[src/rtl/baud_gen_frac.sv]
// Fractional-N baud tick generator: os/mid/bit strobes, average os period div_int + div_frac/2^FRAC_W clocks.
// Divisor reloads through valid/ready at period boundaries; restart re-aligns phase to an RX start edge.
module baud_gen_frac #(
  parameter int CLK_FREQ   = 100_000_000,
  parameter int BAUD_RATE  = 9600,
  parameter int OVERSAMPLE = 16,
  parameter int INT_W      = 16,
  parameter int FRAC_W     = 4
) (
  input  logic                          clk,
  input  logic                          rst,
  input  logic                          en,
  input  logic                          restart,
  input  logic                          cfg_valid,
  output logic                          cfg_ready,
  input  logic [INT_W-1:0]              cfg_div_int,
  input  logic [FRAC_W-1:0]             cfg_div_frac,
  output logic                          os_tick,
  output logic                          mid_tick,
  output logic                          bit_tick,
  output logic [$clog2(OVERSAMPLE)-1:0] os_phase
);

  localparam int     PH_W   = $clog2(OVERSAMPLE);
  localparam int     DIVR   = BAUD_RATE * OVERSAMPLE;
  localparam int     REM    = CLK_FREQ % DIVR;
  // Rounded fraction; a round-up to a whole unit carries into the integer part.
  localparam longint FRAC_R = ((longint'(REM) << (FRAC_W + 1)) + longint'(DIVR)) / (2 * longint'(DIVR));
  localparam logic [INT_W-1:0]  DEF_INT  = INT_W'(longint'(CLK_FREQ / DIVR) + (FRAC_R >> FRAC_W));
  localparam logic [FRAC_W-1:0] DEF_FRAC = FRAC_W'(FRAC_R);
  localparam logic [PH_W-1:0]   MID_PH   = PH_W'(OVERSAMPLE / 2);

  logic [INT_W-1:0]  div_int, pend_int, cnt, eff_int;
  logic [FRAC_W-1:0] div_frac, pend_frac, acc;
  logic              pend_vld;
  logic [FRAC_W:0]   acc_sum;
  logic [INT_W:0]    last_cnt;
  logic              term, apply;
  logic [PH_W-1:0]   phase_nxt;

  always_comb begin
    acc_sum   = {1'b0, acc} + {1'b0, div_frac};
    eff_int   = (div_int < INT_W'(2)) ? INT_W'(2) : div_int;
    last_cnt  = {1'b0, eff_int} + {{INT_W{1'b0}}, acc_sum[FRAC_W]} - (INT_W+1)'(1);
    // >= rather than == so a shorter divisor loaded while frozen cannot strand cnt past the end.
    term      = ({1'b0, cnt} >= last_cnt);
    apply     = pend_vld && (restart || !en || term);
    phase_nxt = os_phase + PH_W'(1);
  end

  always_ff @(posedge clk or posedge rst) begin
    if (rst) begin
      cnt       <= '0;
      acc       <= '0;
      os_phase  <= '0;
      os_tick   <= 1'b0;
      mid_tick  <= 1'b0;
      bit_tick  <= 1'b0;
      div_int   <= DEF_INT;
      div_frac  <= DEF_FRAC;
      pend_vld  <= 1'b0;
      pend_int  <= '0;
      pend_frac <= '0;
      cfg_ready <= 1'b1;
    end else begin
      os_tick  <= 1'b0;
      mid_tick <= 1'b0;
      bit_tick <= 1'b0;
      if (restart) begin
        cnt      <= '0;
        acc      <= '0;
        os_phase <= '0;
      end else if (en) begin
        if (term) begin
          cnt      <= '0;
          acc      <= acc_sum[FRAC_W-1:0];
          os_tick  <= 1'b1;
          os_phase <= phase_nxt;
          mid_tick <= (phase_nxt == MID_PH);
          bit_tick <= (phase_nxt == '0);
        end else begin
          cnt <= cnt + INT_W'(1);
        end
      end
      if (cfg_valid && cfg_ready) begin
        pend_int  <= cfg_div_int;
        pend_frac <= cfg_div_frac;
        pend_vld  <= 1'b1;
        cfg_ready <= 1'b0;
      end
      // New divisor starts a fresh fractional sequence.
      if (apply) begin
        div_int   <= pend_int;
        div_frac  <= pend_frac;
        acc       <= '0;
        pend_vld  <= 1'b0;
        cfg_ready <= 1'b1;
      end
    end
  end

endmodule
[config.mk]
export PLATFORM = sky130hd
export DESIGN_NAME = baud_gen_frac
export DESIGN_NICKNAME = d
export VERILOG_FILES = /design/src/rtl/baud_gen_frac.sv
export SDC_FILE = /design/constraint.sdc
export NUM_CORES = 1
export LEC_CHECK = 0
export BUFFER_PORTS_ARGS = -buffer_cell sky130_fd_sc_hd__buf_2
export CAP_MARGIN = 20
export CORE_ASPECT_RATIO = 0.7
export CORE_MARGIN = 1
export CORE_UTILIZATION = 54
export CTS_CLUSTER_SIZE = 24
export DETAILED_ROUTE_END_ITERATION = 16
export PLACE_DENSITY_LB_ADDON = 0.08
export SKIP_LAST_GASP = 1
export SLEW_MARGIN = 10
export SYNTH_ARGS = -nofsm -noshare
export SYNTH_HDL_FRONTEND = slang
export SYNTH_SLANG_ARGS = --single-unit
[constraint.sdc]
create_clock -name clk -period 4.2 [get_ports clk]
set_input_delay 1.26 -clock clk [delete_from_list [all_inputs] [get_ports clk]]
set_output_delay 1.26 -clock clk [all_outputs]
set_load 0.01 [all_outputs]
==> results of run 1 <==
## registers in the layout, indices dropped and copies added, names as in the netlist
| name | count |
|---|---|
| bit_tick | 1 |
| pend_int | 16 |
| pend_frac | 4 |
| os_phase | 4 |
| div_int | 16 |
| div_frac | 4 |
| cfg_ready | 1 |
| mid_tick | 1 |
| acc | 4 |
| os_tick | 1 |
| cnt | 16 |
| pend_vld | 1 |
## cell families (layout without fill, tap and decap cells)
group	Yosys count	in the layout	synth area share (%)
adders and majority gates	26	26	8.72
DFF	69	69	45.5
and+or+nand+nor	122	122	16.9
muxes	41	41	12.1
xor gates and xnor gates	21	21	4.82
buffers and inverters	24	98	2.62
AOI/OAI and AO/OA	49	49	9.44
## synth_stat cells, types with 5 or more instances
| master | instances | area (µm²) |
|---|---|---|
| o21ai_0 | 6 | 30.0 |
| o22ai_1 | 5 | 31.3 |
| or4_1 | 6 | 45.0 |
| nand4_1 | 5 | 31.3 |
| inv_1 | 13 | 48.8 |
| or3_1 | 5 | 31.3 |
| a21oi_1 | 9 | 45.0 |
| xor2_1 | 9 | 78.8 |
| mux2_1 | 10 | 113 |
| xnor2_1 | 12 | 105 |
| nor3_1 | 5 | 25.0 |
| nand2_1 | 26 | 97.6 |
| clkbuf_1 | 7 | 26.3 |
| nand3_1 | 27 | 135 |
| dfrtp_1 | 62 | 1550 |
| dfstp_2 | 7 | 184 |
| mux2_2 | 30 | 338 |
| nor2_1 | 26 | 97.6 |
| ha_1 | 25 | 313 |
| a31oi_1 | 10 | 62.6 |
## layer usage
metal	vias to the layer above	part of all wire [%]
li1	1414	-
met1	1432	48
met2	73	46
met3	11	5.0
met4	0	1.2
met5	-	0
## report_power, final
group          leakage (µW)  internal [µW]  switching [µW]  total [µW]
Sequential         0.000878            880             144        1020
Combinational       0.00116            506             419         925
Clock              0.000106            337             275         611
Total               0.00214           1720             838        2560
## what timing repair did
item | 4_1_cts | 5_1_grt
hold buffers | 0 | 0
buffers inserted | 4 | 1
setup endpoints to repair | 47 | 49
pin swaps | 6 | 16
resized for setup | 13 | 17
gates cloned | 0 | 1
## path summary, 6_finish.rpt
check                                               from                      end  cells past startpoint
worst max-delay path                  acc[0]$_DFFE_PP0P_  div_int[12]$_DFFE_PP0N_                     21
worst min-delay path            pend_int[13]$_DFFE_PP0P_  div_int[13]$_DFFE_PP0N_                      1
worst max register to register        acc[0]$_DFFE_PP0P_  div_int[12]$_DFFE_PP0N_                     21
worst min register to register  pend_int[13]$_DFFE_PP0P_  div_int[13]$_DFFE_PP0N_                      1
max in group asynchronous                            rst   div_int[9]$_DFFE_PP1N_                      3
min in group asynchronous                            rst  pend_int[4]$_DFFE_PP0P_                      2
## critical path, cell delays in order (launching register included)
cell and delay (ps):
dfrtp_1 400, ha_2 190, inv_2 50, fa_2 200, inv_2 30, a21o_1 170, a21oi_2 190, ha_2 230
ha_4 150, nand2b_4 60, nor3b_4 180, nand2b_1 140, nor4_2 210, xnor2_1 160, ha_1 270, nand4_1 110
nor2_2 50, o32a_1 310, o31a_4 360, o21ai_2 180, buf_12 200, mux2_2 340
## stage by stage
stage	area, µm²	hold WS (ps)	worst slack [ps]	TNS (ps)
floorplan	3830	452	11.4	0
global placement	4330	462	-183	-4450
detailed placement	4330	478	-345	-11150
CTS	4630	496	-104	-1670
global route	4730	513	-407	-12790
finish	4730	492	-129	-2500
## final cells by class
type                            instances  area share, %
Multi-Input combinational cell        259           44.5
Sequential cell                        69           36.7
Timing Repair Buffer                   69           10.6
Clock buffer                            9           2.62
Tap cell                               94           2.49
Clock inverter                          7           2.06
Inverter                               13           1.03
==> results.yml, run 1 <==
status:
  outcome: "complete, but fails checks"
  violations: "setup timing"
timing:
  fin_worst_skew_ps: 8.53
  fin_crit_sh_pct: 103
  rsz0062_at_grt: "yes"
  finalCriticalPeriod_ps: 4330
  fmax_mhz: 231
  hold_violations: 0
  finalWorstSetupSlack_ps: -129
  worstMarginPinSlew_ps: 920
  slew_headroom_pct: 38.5
  maxSlewViolCount: 0
  setup_violations: 27
setup_path:
  critPathLaunchType: "register"
  critical_path_required_ps: 4440
  crit_type: "register to register"
  critPathCaptureType: "register"
  ff2ff_setup_slack_ps: -130
  crit_fanout: 20
  arrival_ps: 4570
layout:
  layout.nets: 472
  antenna_cells: 0
  final_cell_mix: "62 x dfrtp_1, 32 x buf_2, 30 x mux2_2"
  fillers: 537
  multi_input_area_um2: 2110
  drive_gt1_share_pct: 35.9
  syn2layout_area_growth_pct: 24.0
  fin_util_pct: 69.7
  seq_area_um2: 1740
  layout_commonest_cell: "dfrtp_1"
  instances_no_fill: 520
global_route:
  grt_overflow: 0
  grt_usage_pct: 25.4
  grt_max_degree: 39
  antenna_found_initial: 0
  grt_pass1_vias: 2861
  grt_first_pass_wirelength_um: 14400
  gr-usage-met1_pct: 38.7
  grt_most_used_layer: "met1"
  grtUsageMet3_pct: 5.20
  use_met2_pct: 35.9
route:
  first_iter_violations: 127
  drc_errors: 0
  vias: 2930
  routedWlPerCell_um: 16.1
  routed_via_density: 5.63
  drtPass1Iterations: 4
  ant_nets: 0
  drt-total-wl_um: 8390
placed_design:
  dpl.cell_count: 498
  io_buffers: 32
  hpwlAfterDp_um: 5980
  gp_congestion: 0.834
yosys:
  ys_warn_count: 0
  ys_async_sr_fraction_pct: 100
  synth-edff-count: 0
  synth_nets: 403
  syn_area_per_cell_um2: 10.8
  synth.distinct_cells: 52
  yosys_register_bits: 69
  syn_area_um2: 3820
  synthCells: 352
  synth_flop_cell: "dfrtp_1"
  ys_seq_area_share_pct: 45.5
clocking:
  cts.clk_slew.worst_paths_ps: 80
  clk_path_buf_depth: 2
  clock_latency_ps: 360
  cts_tree: "built"
  cts-root-buf: "clkbuf_8"
  clock-sinks: 69
  ctsHtreeMaxLevel: 3
  cts_made_buffers: 9
run:
  drv_cap: 0
floorplanning:
  die_x_um: 102
  start_util_pct: 56.2
  rows: 25
  coreArea_um2: 6790
  die_area_um2: 7420
  io_pins: 33
  dieHeight_um: 72.3
power:
  power_density_nw_per_um2: 541
  totalPowerFinal_uw: 2560
  vdd_ir_drop_max_uv: 292
  p_leak_uw: 0.00214
worst_hold_path:
  hold_class: "register to register"
(Power assumes the default switching activity.)
==> inputs of run 2 (changes only) <==
- RECOVER_POWER: default -> 50
==> run 2 against run 1 <==
The run still ends with setup timing left. Total power hardly changed. Maximum frequency about the same. Worst setup slack got worse by 0.73 ps. Clock skew barely moved. Via count shrank 0.41%. Sequential share of layout area about the same.
==> results.yml, run 2 (synthesis results as in run 1) <==
route:
  vias: 2918
  routedWlPerCell_um: 16.2
  first_iter_violations: 125
  routed_via_density: 5.61
  ant_nets: 0
  drc_errors: 0
  drt-total-wl_um: 8420
  drtPass1Iterations: 4
worst_hold_path:
  min_to: "div_int[13]$_DFFE_PP0N_"
  min_path_cells: 1
  holdCritStartpoint: "pend_int[13]$_DFFE_PP0P_"
  hold_class: "register to register"
timing:
  fin_worst_skew_ps: 8.61
  hold_violations: 0
  worstMarginPinSlew_ps: 1390
  setup_violations: 27
  maxSlewViolCount: 0
  slew_headroom_pct: 7.04
  fmax_mhz: 231
  finalWorstSetupSlack_ps: -129
  rsz0062_at_grt: "yes"
  finalCriticalPeriod_ps: 4330
  fin_crit_sh_pct: 103
placed_design:
  dpl.cell_count: 498
  hpwlAfterDp_um: 5980
  io_buffers: 32
  place_area_um2: 4330
  gp_congestion: 0.834
floorplanning:
  start_util_pct: 56.2
  die_x_um: 102
  die_area_um2: 7420
  coreArea_um2: 6790
  io_pins: 33
  rows: 25
  dieHeight_um: 72.3
setup_path:
  reg2reg_depth: 21
  arrival_ps: 4570
  crit_fanout: 20
  critPathCaptureType: "register"
  critical_path_required_ps: 4440
  critPathLaunchType: "register"
  rr_endpoint: "div_int[12]$_DFFE_PP0N_"
  ff2ff_setup_slack_ps: -130
  crit_type: "register to register"
  r2r-start: "acc[0]$_DFFE_PP0P_"
global_route:
  grt_usage_pct: 25.4
  grt_max_degree: 39
  grt_pass1_vias: 2861
  grt_overflow: 0
  antenna_found_initial: 0
  grt_first_pass_wirelength_um: 14400
clocking:
  clock_latency_ps: 360
  clock-sinks: 69
  cts.clk_slew.worst_paths_ps: 80
  cts_tree: "built"
  clk_path_buf_depth: 2
  cts-root-buf: "clkbuf_8"
  ctsHtreeMaxLevel: 3
  cts_made_buffers: 9
status:
  violations: "setup timing"
  outcome: "complete, but fails checks"
layout:
  reg_top3: "cnt (16), div_int (16), pend_int (16)"
  final_area_um2: 4730
  syn2layout_area_growth_pct: 23.9
  fin_util_pct: 69.7
  layout.nets: 472
  antenna_cells: 0
  fillers: 538
  drive_gt1_share_pct: 35.4
  instances_no_fill: 520
  layout_commonest_cell: "dfrtp_1"
  final_cell_mix: "62 x dfrtp_1, 32 x buf_2, 30 x mux2_2"
power:
  power_density_nw_per_um2: 541
  totalPowerFinal_uw: 2560
  p_leak_uw: 0.00214
  vdd_ir_drop_max_uv: 292
run:
  drv_cap: 0
## run 2: changes by cell type in the layout (fill, tap and decap cells not counted), sizes merged
cell    delta
buf        -1
clkbuf     +1
## run 2: worst max-delay path by stage
stage                            start                       to  depth (start not counted)
4_1_cts             acc[0]$_DFFE_PP0P_       cnt[4]$_DFFE_PP0P_                         21
6_report            acc[0]$_DFFE_PP0P_  div_int[12]$_DFFE_PP0N_                         21
3_3_place_gp        acc[0]$_DFFE_PP0P_  div_frac[2]$_DFFE_PP0N_                         21
5_1_grt        div_int[11]$_DFFE_PP0N_       cnt[4]$_DFFE_PP0P_                         18
3_5_place_dp        acc[0]$_DFFE_PP0P_  div_int[10]$_DFFE_PP0N_                         21
2_1_floorplan  div_int[12]$_DFFE_PP0N_  div_int[10]$_DFFE_PP0N_                         18
## run 2: what timing repair did
item                                    in CTS  in global routing
gates resized for setup                     13                 17
cloned                                       0                  1
pin swaps                                    6                 16
hold buffers                                 0                  0
endpoints found under the setup margin      47                 49
buffers inserted                             4                  1
## run 2: layout make-up
cell class | count | area, µm² | share of cell area, %
Tap cell | 94 | 118 | 2.49
Multi-Input combinational cell | 259 | 2110 | 44.5
Sequential cell | 69 | 1740 | 36.7
Timing Repair Buffer | 69 | 499 | 10.6
Clock buffer | 9 | 124 | 2.62
Inverter | 13 | 48.8 | 1.03
Clock inverter | 7 | 97.6 | 2.06
## run 2: stage by stage
stage / hold slack, ps / setup TNS, ps / worst slack, ps
finish: 492 / -2520 / -129
global route: 513 / -12790 / -407
CTS: 496 / -1670 / -104
detailed placement: 478 / -11150 / -345
global placement: 462 / -4450 / -183
floorplan: 452 / 0 / 11.4
## run 2: where the power goes
part / total (µW) / internal (µW) / leakage (µW) / switching [µW]
Combinational: 925 / 506 / 0.00115 / 419
Sequential: 1020 / 880 / 0.000878 / 144
Clock: 611 / 337 / 0.000106 / 274
Total: 2560 / 1720 / 0.00214 / 837
## run 2: worst max-delay path, cell delays in order (launching register included)
cell,delay [ps]
dfrtp_1,400
ha_2,190
inv_2,50
fa_2,200
inv_2,30
a21o_1,170
a21oi_2,190
ha_2,230
ha_4,150
nand2b_4,60
nor3b_4,180
nand2b_1,140
nor4_2,210
xnor2_1,160
ha_1,270
nand4_1,110
nor2_2,50
o32a_1,310
o31a_4,360
o21ai_2,180
buf_12,200
mux2_2,340
## run 2: per-layer routing
layer  track usage (%)  wire length [µm]
met1              38.7              4100
met2              35.9              3840
met3              5.20               387
met4              8.57                85
met5                 0                 0
==> inputs of run 3 (changes only) <==
- CORE_UTILIZATION: 54 -> 64
- REMOVE_ABC_BUFFERS: default -> 1
- clock period: 4.2 -> 5.5 ns (I/O delays scaled with it)
==> run 3 against run 2 <==
The run ends with capacitance limit, slew limit left. Sequential share of layout area is 3.9 points higher. Register-to-register slack better by 630 ps. Critical endpoint is now div_frac[2]$_DFFE_PP0N_. First-iteration DRC count is 49% higher. Wire length is 8.9% lower. Maximum frequency is 13% lower. Cell count is 9.8% lower. Final area is 9.5% lower. Critical path depth is 3 lower. Worst hold slack worse by 12 ps. Clock skew is 2.7 ps lower.
==> results.yml, run 3 (synthesis results as in run 1) <==
floorplanning:
  die_x_um: 94.3
  start_util_pct: 66.7
  coreArea_um2: 5730
  dieHeight_um: 66.6
  rows: 23
  io_pins: 33
  die_area_um2: 6280
layout:
  reg_top3: "cnt (16), div_int (16), pend_int (16)"
  syn2layout_area_growth_pct: 12.1
  instances_no_fill: 469
  layout.nets: 440
  final_cell_mix: "62 x dfrtp_1, 30 x mux2_2, 28 x buf_2"
  drive_gt1_share_pct: 23.9
  antenna_cells: 0
  layout_commonest_cell: "dfrtp_1"
  final_area_um2: 4280
setup_path:
  critical_path_required_ps: 5740
  critPathLaunchType: "register"
  critPathCaptureType: "register"
  arrival_ps: 5240
  r2r-start: "div_int[12]$_DFFE_PP0N_"
  crit_type: "register to register"
  startpoint: "div_int[12]$_DFFE_PP0N_"
  reg2reg_depth: 18
  crit_fanout: 15
  ff2ff_setup_slack_ps: 500
  rr_endpoint: "div_frac[2]$_DFFE_PP0N_"
clocking:
  clock_latency_ps: 350
  cts_made_buffers: 9
  cts.clk_slew.worst_paths_ps: 70
  clk_path_buf_depth: 2
  cts_tree: "built"
  clock-sinks: 69
  ctsHtreeMaxLevel: 3
  cts_resized: 0
  holdBufCountCts: 0
  cts-root-buf: "clkbuf_8"
  cts_setup_buffers: 0
timing:
  maxSlewViolCount: 33
  fin_worst_skew_ps: 5.88
  setup_violations: 0
  worstMarginPinSlew_ps: 1740
  hold_violations: 0
  finalCriticalPeriod_ps: 5000
  tns_ps: 0
  fmax_mhz: 200
  slew_headroom_pct: -15.7
  rsz0062_at_grt: "no"
  fin_crit_sh_pct: 90.9
worst_hold_path:
  hold_class: "register to register"
  min_to: "div_int[13]$_DFFE_PP0N_"
  min_path_cells: 1
  holdCritStartpoint: "pend_int[13]$_DFFE_PP0P_"
global_route:
  grt_pass1_vias: 2637
  grt_overflow: 0
  grt_first_pass_wirelength_um: 12700
  grt_max_degree: 39
  antenna_found_initial: 0
  grt_usage_pct: 27.3
placed_design:
  io_buffers: 32
  hpwlAfterDp_um: 5460
  place_area_um2: 4060
  dpl.cell_count: 453
  gp_congestion: 0.860
route:
  ant_nets: 0
  vias: 2841
  first_iter_violations: 186
  routedWlPerCell_um: 16.4
  drtPass1Iterations: 5
  drc_errors: 0
  drt-total-wl_um: 7670
  routed_via_density: 6.06
power:
  power_density_nw_per_um2: 420
  vdd_ir_drop_max_uv: 253
  p_leak_uw: 0.00192
status:
  violations: "capacitance limit, slew limit"
  outcome: "complete, but fails checks"
run:
  drv_cap: 1
-- run 3: cell types whose count changed in the layout (fill, tap and decap cells not counted), moves of 3 or more --
cell / delta
buf_2: -4
buf_4: -23
ha_1: +3
clkbuf_1: +6
buf_6: -6
-- run 3: worst max-delay path by stage --
| stage | endpoint | slack [ps] | depth (start not counted) |
|---|---|---|---|
| after floorplan | div_frac[2]$_DFFE_PP0N_ | 820 | 17 |
| after global placement | div_frac[2]$_DFFE_PP0N_ | 600 | 18 |
| after detailed placement | div_frac[2]$_DFFE_PP0N_ | 350 | 18 |
| after CTS | div_frac[2]$_DFFE_PP0N_ | 280 | 18 |
| after global routing | div_int[4]$_DFFE_PP0N_ | 80 | 18 |
| final | div_frac[2]$_DFFE_PP0N_ | 500 | 18 |
-- run 3: cell type report --
cell class,instances,area [µm²]
inverters,13,48.8
fillers,396,1450
clock inverters,4,72.6
repair buffers,37,189
flip-flops and latches,69,1740
well taps,75,93.8
clock buffers,12,145
multi-input cells,259,1990
-- run 3: per-layer routing --
layer,GRT usage [%],part of all wire (%)
met5,0,0
met4,9.42,1.2
met3,6.96,6.1
met2,41.1,45
met1,38.2,47
-- run 3: power by group --
part | leakage [µW] | switching (µW) | internal [µW] | total, µW
Clock | 0.000107 | 195 | 267 | 462
Sequential | 0.000878 | 140 | 672 | 812
Combinational | 0.000933 | 245 | 280 | 526
-- run 3: critical path, cell delays in order, from the launching register on --
cell      delay (ps)
dfrtp_1          440
nor4_4           400
nand4_2          240
o41ai_1          340
ha_1             230
ha_1             190
nand2b_1         130
nor3b_2          240
nand2b_1         130
nor3b_1          260
xnor2_1          170
ha_1             270
nand4_1          100
nor2_1            70
o32a_1           350
o31a_4           400
o21ai_4          270
buf_4            290
mux2_2           360
-- run 3: through the flow --
step                      hold slack [ps]  total power, µW  utilization (%)  worst slack (ps)
after floorplan                       452             1190                -               825
after global routing                  511             1900             74.7              75.2
after global placement                463             1290             70.9               595
after detailed placement              469             1340             70.9               348
after CTS                             485             1810             74.7               284
final                                 480             1800             74.7               499
